### src/rtl/dds_cmd_pkg.sv
// Shared constants, FSM encoding and command-table helpers for the DDS command parser.
package dds_cmd_pkg;

  localparam logic [7:0] HDR0 = 8'h55;
  localparam logic [7:0] HDR1 = 8'hAA;

  localparam logic [7:0] CMD_RUN   = 8'h01;
  localparam logic [7:0] CMD_FWORD = 8'h02;
  localparam logic [7:0] CMD_PWORD = 8'h03;
  localparam logic [7:0] CMD_MODE  = 8'h04;
  localparam logic [7:0] CMD_DUTY  = 8'h05;

  localparam logic [7:0] LEN_RUN   = 8'd1;
  localparam logic [7:0] LEN_FWORD = 8'd4;
  localparam logic [7:0] LEN_PWORD = 8'd1;
  localparam logic [7:0] LEN_MODE  = 8'd1;
  localparam logic [7:0] LEN_DUTY  = 8'd2;

  localparam logic [31:0] MODE_MAX = 32'd5;
  localparam logic [31:0] DUTY_MAX = 32'd1000;

  localparam logic [26:0] FWORD_RST = 27'd320000;
  localparam logic [9:0]  DUTY_RST  = 10'd500;

  typedef enum logic [2:0] {
    ST_IDLE,
    ST_HDR2,
    ST_CMD,
    ST_LEN,
    ST_DATA,
    ST_CSUM
  } state_t;

  // Required payload length per opcode; zero marks an unknown opcode.
  function automatic logic [7:0] req_len(input logic [7:0] cmd);
    case (cmd)
      CMD_RUN:   return LEN_RUN;
      CMD_FWORD: return LEN_FWORD;
      CMD_PWORD: return LEN_PWORD;
      CMD_MODE:  return LEN_MODE;
      CMD_DUTY:  return LEN_DUTY;
      default:   return 8'd0;
    endcase
  endfunction

  function automatic logic in_range(input logic [7:0] cmd, input logic [31:0] payload);
    case (cmd)
      CMD_FWORD: return payload[31:27] == 5'd0;
      CMD_MODE:  return payload <= MODE_MAX;
      CMD_DUTY:  return payload <= DUTY_MAX;
      default:   return 1'b1;
    endcase
  endfunction

endpackage

### src/rtl/dds_cmd_timeout.sv
// Inter-byte stall detector: counts idle cycles while a frame is open and pulses
// o_expire on the cycle the budget runs out. A byte on the same cycle always wins.
module dds_cmd_timeout #(
  parameter int unsigned TIMEOUT_CYC = 1000
) (
  input  logic i_clk,
  input  logic i_rst_n,
  input  logic i_en,
  input  logic i_clr,
  output logic o_expire
);

  localparam int unsigned CW = $clog2(TIMEOUT_CYC + 1);
  localparam logic [CW-1:0] TERM = CW'(TIMEOUT_CYC - 1);

  logic [CW-1:0] cnt;

  assign o_expire = i_en && !i_clr && (cnt == TERM);

  // NOTE: sequential state uses non-blocking assignments so every flop samples pre-edge values.
  always_ff @(posedge i_clk or negedge i_rst_n) begin
    if (!i_rst_n) begin
      cnt <= '0;
    end else if (!i_en || i_clr || o_expire) begin
      cnt <= '0;
    end else begin
      cnt <= cnt + 1'b1;
    end
  end

endmodule

### src/rtl/dds_cmd_parser.sv
// Frames, checksums and range-checks DDS configuration commands from the UDP byte
// stream; accepted commands update one held output and pulse its strobe.
module dds_cmd_parser
  import dds_cmd_pkg::*;
#(
  parameter int unsigned TIMEOUT_CYC = 1000
) (
  input  logic        i_clk,
  input  logic        i_rst_n,
  input  logic [7:0]  i_byte,
  input  logic        i_byte_vld,
  output logic        o_run,
  output logic        o_run_vld,
  output logic [26:0] o_fword,
  output logic        o_fword_vld,
  output logic [7:0]  o_pword,
  output logic        o_pword_vld,
  output logic [2:0]  o_mode,
  output logic        o_mode_vld,
  output logic [9:0]  o_duty,
  output logic        o_duty_vld,
  output logic        o_frame_ok,
  output logic        o_frame_err
);

  state_t      state;
  logic [7:0]  cmd;
  logic [7:0]  csum;
  logic [31:0] payload;
  logic [2:0]  cnt;
  logic        tmo_expire;

  dds_cmd_timeout #(
    .TIMEOUT_CYC(TIMEOUT_CYC)
  ) u_timeout (
    .i_clk    (i_clk),
    .i_rst_n  (i_rst_n),
    .i_en     (state != ST_IDLE),
    .i_clr    (i_byte_vld),
    .o_expire (tmo_expire)
  );

  always_ff @(posedge i_clk or negedge i_rst_n) begin
    if (!i_rst_n) begin
      state       <= ST_IDLE;
      cmd         <= '0;
      csum        <= '0;
      payload     <= '0;
      cnt         <= '0;
      o_run       <= 1'b1;
      o_fword     <= FWORD_RST;
      o_pword     <= '0;
      o_mode      <= '0;
      o_duty      <= DUTY_RST;
      o_run_vld   <= 1'b0;
      o_fword_vld <= 1'b0;
      o_pword_vld <= 1'b0;
      o_mode_vld  <= 1'b0;
      o_duty_vld  <= 1'b0;
      o_frame_ok  <= 1'b0;
      o_frame_err <= 1'b0;
    end else begin
      o_run_vld   <= 1'b0;
      o_fword_vld <= 1'b0;
      o_pword_vld <= 1'b0;
      o_mode_vld  <= 1'b0;
      o_duty_vld  <= 1'b0;
      o_frame_ok  <= 1'b0;
      o_frame_err <= 1'b0;

      if (i_byte_vld) begin
        unique case (state)
          ST_IDLE: begin
            if (i_byte == HDR0) state <= ST_HDR2;
          end
          ST_HDR2: begin
            // A repeated 0x55 may be the real start of the header, so keep waiting for 0xAA.
            if (i_byte == HDR1)      state <= ST_CMD;
            else if (i_byte != HDR0) state <= ST_IDLE;
          end
          ST_CMD: begin
            cmd   <= i_byte;
            csum  <= i_byte;
            state <= ST_LEN;
          end
          ST_LEN: begin
            if (req_len(cmd) == 8'd0 || i_byte != req_len(cmd)) begin
              o_frame_err <= 1'b1;
              state       <= ST_IDLE;
            end else begin
              cnt     <= i_byte[2:0];
              csum    <= csum + i_byte;
              payload <= '0;
              state   <= ST_DATA;
            end
          end
          ST_DATA: begin
            payload <= {payload[23:0], i_byte};
            csum    <= csum + i_byte;
            cnt     <= cnt - 3'd1;
            if (cnt == 3'd1) state <= ST_CSUM;
          end
          ST_CSUM: begin
            state <= ST_IDLE;
            if (i_byte != csum || !in_range(cmd, payload)) begin
              o_frame_err <= 1'b1;
            end else begin
              o_frame_ok <= 1'b1;
              case (cmd)
                CMD_RUN: begin
                  o_run     <= payload[0];
                  o_run_vld <= 1'b1;
                end
                CMD_FWORD: begin
                  o_fword     <= payload[26:0];
                  o_fword_vld <= 1'b1;
                end
                CMD_PWORD: begin
                  o_pword     <= payload[7:0];
                  o_pword_vld <= 1'b1;
                end
                CMD_MODE: begin
                  o_mode     <= payload[2:0];
                  o_mode_vld <= 1'b1;
                end
                CMD_DUTY: begin
                  o_duty     <= payload[9:0];
                  o_duty_vld <= 1'b1;
                end
                default: begin
                  o_frame_ok  <= 1'b0;
                  o_frame_err <= 1'b1;
                end
              endcase
            end
          end
          default: state <= ST_IDLE;
        endcase
      end else if (tmo_expire) begin
        o_frame_err <= 1'b1;
        state       <= ST_IDLE;
      end
    end
  end

endmodule

### config.mk
export PLATFORM = sky130hd
export DESIGN_NAME = dds_cmd_parser
export DESIGN_NICKNAME = d
export VERILOG_FILES = /design/src/rtl/dds_cmd_pkg.sv /design/src/rtl/dds_cmd_timeout.sv /design/src/rtl/dds_cmd_parser.sv
export SDC_FILE = /design/constraint.sdc
export NUM_CORES = 1
export LEC_CHECK = 0
export BUFFER_PORTS_ARGS = -buffer_cell sky130_fd_sc_hd__buf_2
export CORE_ASPECT_RATIO = 1.25
export CORE_MARGIN = 10
export CORE_UTILIZATION = 45
export DETAILED_ROUTE_END_ITERATION = 16
export GPL_TIMING_DRIVEN = 0
export HOLD_SLACK_MARGIN = 0.03
export PLACE_DENSITY_LB_ADDON = 0.25
export SLEW_MARGIN = 10
export SYNTH_ARGS = -nofsm -noshare
export SYNTH_HDL_FRONTEND = slang
export SYNTH_SLANG_ARGS = --single-unit
export TNS_END_PERCENT = 100
### constraint.sdc
create_clock -name i_clk -period 4.1 [get_ports i_clk]
set_input_delay 0.41 -clock i_clk [delete_from_list [all_inputs] [get_ports i_clk]]
set_output_delay 0.41 -clock i_clk [all_outputs]
set_load 0.01 [all_outputs]
======== Word level (Yosys, flattened, before mapping) ========
Index checks and enable logic that the tools add are counted.
cells by class
  add/subtract/negate cells ............... 3
  magnitude comparators ................... 2
  eq/ne operators ......................... 21
  muxes and demuxes ....................... 51
  bitwise operators ....................... 1
  reduce and logical (&&, ||, !) cells .... 27
operators by type and width
  operator                 number
  $pmux W32 S2             1
  $le A32 B10 Y1 const B   1
  $le A32 B3 Y1 const B    1
  $mux W32                 1
  $mux W1                  31
  $mux W3                  8
  $mux W8                  3
  $pmux W8 S3              1
  $reduce_and A4 Y1        6
  $eq A8 B2 Y1 const B     2
  $eq A8 B3 Y1 const B     2
  $ne A8 B8 Y1             2
  $pmux W3 S5              1
  $add A10 B1 Y10 const B  1
  $eq A10 B10 Y1 const B   1
  $mux W10                 1
  $pmux W3 S3              1
  $add A8 B8 Y8            1
  $eq A8 B1 Y1 const B     1
  $eq A8 B7 Y1 const B     1
  $eq A8 B8 Y1 const B     1
  $logic_not A8 Y1         1
  $ne A8 B7 Y1 const B     1
  $eq A3 B1 Y1 const B     2
  21 further kinds         33
storage, ports and cells
  flip-flop bits (word level) ............. 120
  output and inout bits ................... 56
  word-level logic and storage cells ...... 123

======== Depth between registers and ports, before layout ========
  word-level depth ........................ 10
  mapped depth ............................ 9

======== By module ========
A second synthesis with hierarchy kept.
unflattened totals
  cell total of the unflattened synthesis .. 469
  area, all modules ....................... 5696.7 um^2
by module, submodules not included
  module           instances  cells an instance  area an instance (um^2)  sequential area each (um^2)
  dds_cmd_parser   1          416                5171.2                   2767.7
  dds_cmd_timeout  1          53                 525.5                    250.2

======== Worst setup path after synthesis ========
No wires, ideal clock.
  path kind ............................... reg2reg
  start ................................... register cmd[0]
  end ..................................... register o_pword[0]
  arrival ................................. 2.368 ns
  required time ........................... 3.975 ns
  setup slack ............................. 1.607 ns
  cell stages (with the launch flop) ...... 9
  path buffers ............................ 2
  period minus slack after synthesis ...... 2.493 ns
  cells stage by stage .................... dfrtp_1 -> buf_2 -> or3b_4 -> nand4b_4 -> a2111oi_4 -> o21ai_2 -> or3_1 -> buf_4 -> mux2_4
between the ends
  cells in the longest elaborated chain, start to end .. 8
  elaborated cells on any way between the ends .. 11
  classes of those cells .................. eq/ne (4); mux (3); bitwise (1); reduce/logical (3)
RTL lines
  what                                                 line                   RTL
  start, declared                                      dds_cmd_parser.sv:27   logic [7:0] cmd;
  start signal, assigned                               dds_cmd_parser.sv:82   cmd <= i_byte;
  $eq A8 B3 Y1 / $eq A8 B2 Y1 (equally long branches)  dds_cmd_pkg.sv:47      case (cmd)
  $pmux W1 S3                                          dds_cmd_pkg.sv:47
  $mux W1                                              dds_cmd_parser.sv:72   unique case (state)
  $mux W1                                              dds_cmd_parser.sv:71   if (i_byte_vld) begin
  $logic_not A1 Y1                                     dds_cmd_parser.sv:105  if (i_byte != csum || !in_range(cmd, payload)) begin
  $logic_or A1 B1 Y1                                   dds_cmd_parser.sv:105
  $not A1 Y1 (no line)                                 n/a
  $reduce_and A4 Y1 (no line) *                        n/a
  end signal, assigned                                 dds_cmd_parser.sv:119  o_pword <= payload[7:0];
  end, declared                                        dds_cmd_parser.sv:16   output logic [7:0] o_pword,
Mark *: on every way between the ends. The rest lies on a longest branch, timed or not. The select of a mux whose other input is x is not followed.
A chain may end at the register's enable or synchronous reset.

======== Worst setup path after layout ========
  start ................................... register state[1]
  end ..................................... register payload[0]
between the ends
  cells in the longest elaborated chain, start to end .. 3
  elaborated cells on any way between the ends .. 6
  classes of those cells .................. eq/ne (3); mux (1); reduce/logical (2)
RTL lines
  what                                                                 line                  RTL
  start, declared                                                      dds_cmd_parser.sv:26  state_t state;
  start signal, assigned                                               dds_cmd_parser.sv:45  state <= ST_IDLE;
  start signal, assigned                                               dds_cmd_parser.sv:74  if (i_byte == HDR0) state <= ST_HDR2;
  start signal, assigned                                               dds_cmd_parser.sv:78  if (i_byte == HDR1) state <= ST_CMD;
  $eq A3 B2 Y1 / $eq A3 B3 Y1 (equally long branches)                  dds_cmd_parser.sv:72
  $ne A2 B2 Y1 (no line) / $reduce_bool A2 Y1 (equally long branches)  n/a
  $reduce_and A3 Y1 (no line)                                          n/a
  end signal, assigned                                                 dds_cmd_parser.sv:98  payload <= {payload[23:0], i_byte};
  end, declared                                                        dds_cmd_parser.sv:29  logic [31:0] payload;
Parallel ways exist; a longest one is shown, timed or not.

==> flow_summary.yaml <==
timing:
  slew_viol_final: 0
  layout_setup_ws_ns: 0.955
  tns_ns: 0
  post-route-period-util: 0.767
  fin_skew_ns: 0.00753
  finalSetupViolCount: 0
  finalCriticalPeriod_ns: 3.14
  clock.fmax_mhz: 318
  worst-slew-pin-transition_ns: 0.976
  hold_violations: 3
  rsz0062_at_grt: "no"
  slew_headroom: 0.348
  hold_ws_ns: -0.00783
grt:
  use_met2: 0.266
  grtUsageTotal: 0.157
  gr-usage-met3: 0.0372
  use_met1: 0.189
  grt_pass1_vias: 4379
  grt.busiest_layer: "met2"
  grt-ovfl-total: 0
  antenna_found_initial: 0
  grt_pass1_wl_mm: 22.6
  grt_max_degree: 74
floorplan:
  placementRows: 45
  start_util: 0.464
  core_um2: 12300
  dieHeight_um: 146
  die_x_um: 121
  io_pins: 67
  die_area_um2: 17600
synthesis:
  synth-seq-area-share: 0.530
  synth-main-ff-cell: "dfrtp_1"
  ys_async_sr_fraction: 1.00
  synth_edf_count: 0
  yosys_warnings: 0
  ys_ff_latch: 120
  syn_inst: 526
  synth_nets: 548
  synth_area_um2: 5690
  yosysUniqueCellTypes: 63
  avgSynthCellArea_um2: 10.8
placement:
  dp_slack_ns: 1.02
  dp_cells: 755
  port_buffers: 64
  place_congestion: 0.888
  dpl.hpwl_mm: 9.63
cts:
  ctsHoldBuffers: 0
  cts_root_buffer: "clkbuf_16"
  clkTransAtPathRegs_ns: 0.06
  cts-buffers-inserted: 17
  cts_tree: "yes"
  clock_sinks: 120
  postCtsSetupRepairBufs: 0
  clk_latency_ns: 0.41
  cts.path.max_buffers: 2
  cts.htree.levels: 4
  postCtsResizedCells: 0
run:
  drv_cap: 0
routing:
  wire_per_inst_um: 17.2
  ant_nets: 0
  drt_iter0_drc: 208
  drc_errors: 0
  drt_wl_total_mm: 13.6
  vias: 4298
  dr.pass1.iters: 4
  vias_per_cell: 5.46
setup_path:
  startpoint: "state[1]"
  required_ns: 4.37
  path_class: "register to register"
  cp-end-kind: "register"
  worst-endpoint-arrival_ns: 3.41
  crit_fanout: 10
  cp-start-kind: "register"
  r2r_start: "state[1]"
cells_and_area:
  final_common_cell: "dfrtp_1"
  final_cell_mix: "108 x dfrtp_1, 83 x nand2_1, 67 x buf_2"
  finalNonFillerCells: 787
  area_delta_synth_final_pct: 20.6
  finalNetCount: 632
  antenna_cells: 0
  final_layout_size_suffix_gt1_frac: 0.231
outcome:
  violations: "hold timing"
  status: "finished with violations"
worst_hold_path:
  hold_class: "input pin to async pin"
power:
  ir_drop_uv: 275
  p_leak_nw: 3.34
  power_density_nw_per_um2: 443
## cell usage after synthesis (4+ instances only)
| master | count | area, um2 |
|---|---|---|
| mux2_4 | 8 | 120 |
| mux2_1 | 42 | 473 |
| dfstp_2 | 12 | 315 |
| xnor2_1 | 5 | 43.8 |
| ha_1 | 10 | 125 |
| or3_1 | 7 | 43.8 |
| buf_2 | 4 | 20.0 |
| clkbuf_1 | 20 | 75.1 |
| a31oi_1 | 4 | 25.0 |
| o21ai_1 | 16 | 80.1 |
| and3_1 | 4 | 25.0 |
| o21ai_0 | 31 | 155 |
| inv_1 | 12 | 45.0 |
| nor2_1 | 23 | 86.3 |
| nor3_1 | 13 | 65.1 |
| nand2_1 | 83 | 312 |
| o211ai_1 | 4 | 30.0 |
| xor2_1 | 5 | 43.8 |
| nor4_1 | 11 | 68.8 |
| nand3_1 | 9 | 45.0 |
| a211oi_1 | 6 | 45.0 |
| nand4_1 | 4 | 25.0 |
| mux2_2 | 8 | 90.1 |
| a21oi_1 | 15 | 75.1 |
| dfrtp_1 | 108 | 2700 |
## cells by family (layout without fill, tap and decap cells)
| family | count (synthesis) | after routing | synth area share |
|---|---|---|---|
| buf+inv | 42 | 139 | 0.0319 |
| fa+ha+maj | 11 | 11 | 0.0255 |
| flops | 120 | 120 | 0.530 |
| mux | 60 | 60 | 0.124 |
| xor+xnor | 10 | 10 | 0.0154 |
| compound gates | 100 | 100 | 0.112 |
| simple gates | 183 | 183 | 0.161 |
## final cells by class
cell class,instances,area (um2)
Buffer,27,125
Clock buffer,18,439
Clock inverter,14,173
Fill cell,1100,5410
Inverter,15,56.3
Multi-Input combinational cell,364,2490
Sequential cell,120,3020
Tap cell,164,205
Timing Repair Buffer,65,354
## through the flow
step | area, um2 | utilization | total power, mW
after floorplan | 5690 | - | 1.44
after global placement | 6210 | 0.506 | 1.51
after detailed placement | 6250 | 0.509 | 1.52
after CTS | 6860 | 0.559 | 3.06
after global routing | 6860 | 0.559 | 3.16
final | 6860 | 0.559 | 3.04
## critical path, cell delays in order (launching register included)
cell and delay [ns]:
dfrtp_1 0.35, clkbuf_1 0.19, nor3b_1 0.83, a21o_1 0.14, buf_2 0.24, nand3_1 0.19, nor2_1 0.49, clkbuf_1 0.41
o22ai_1 0.16
## worst paths after layout
check,end,slack [ns],cells past startpoint
hold reg to reg,u_timeout.cnt[0],0.45,1
setup reg to reg,payload[0],0.96,8
hold / removal,csum[6],-0.008,1
max in group asynchronous,o_duty[6],3.34,2
setup / recovery,payload[0],0.96,8
min in group i_clk,payload[6],0.32,3
## flip-flops by register name, indices dropped and copies added (netlist names), 8 cells and up
register and cells:
cmd 8, csum 8, o_duty 10, o_fword 27
o_pword 8, payload 32, u_timeout.cnt 10
## layer usage
layer | wire [um] | share of wire
met5 | 0 | 0
met4 | 148 | 0.011
met3 | 600 | 0.044
met2 | 7030 | 0.52
met1 | 5790 | 0.43
## power by group
group          internal, mW  switching, mW
clock                 0.976          0.560
sequential             1.21         0.0223
combinational        0.0995          0.167
total                  2.29          0.750
Note: power is estimated with default switching activity, not from simulation.
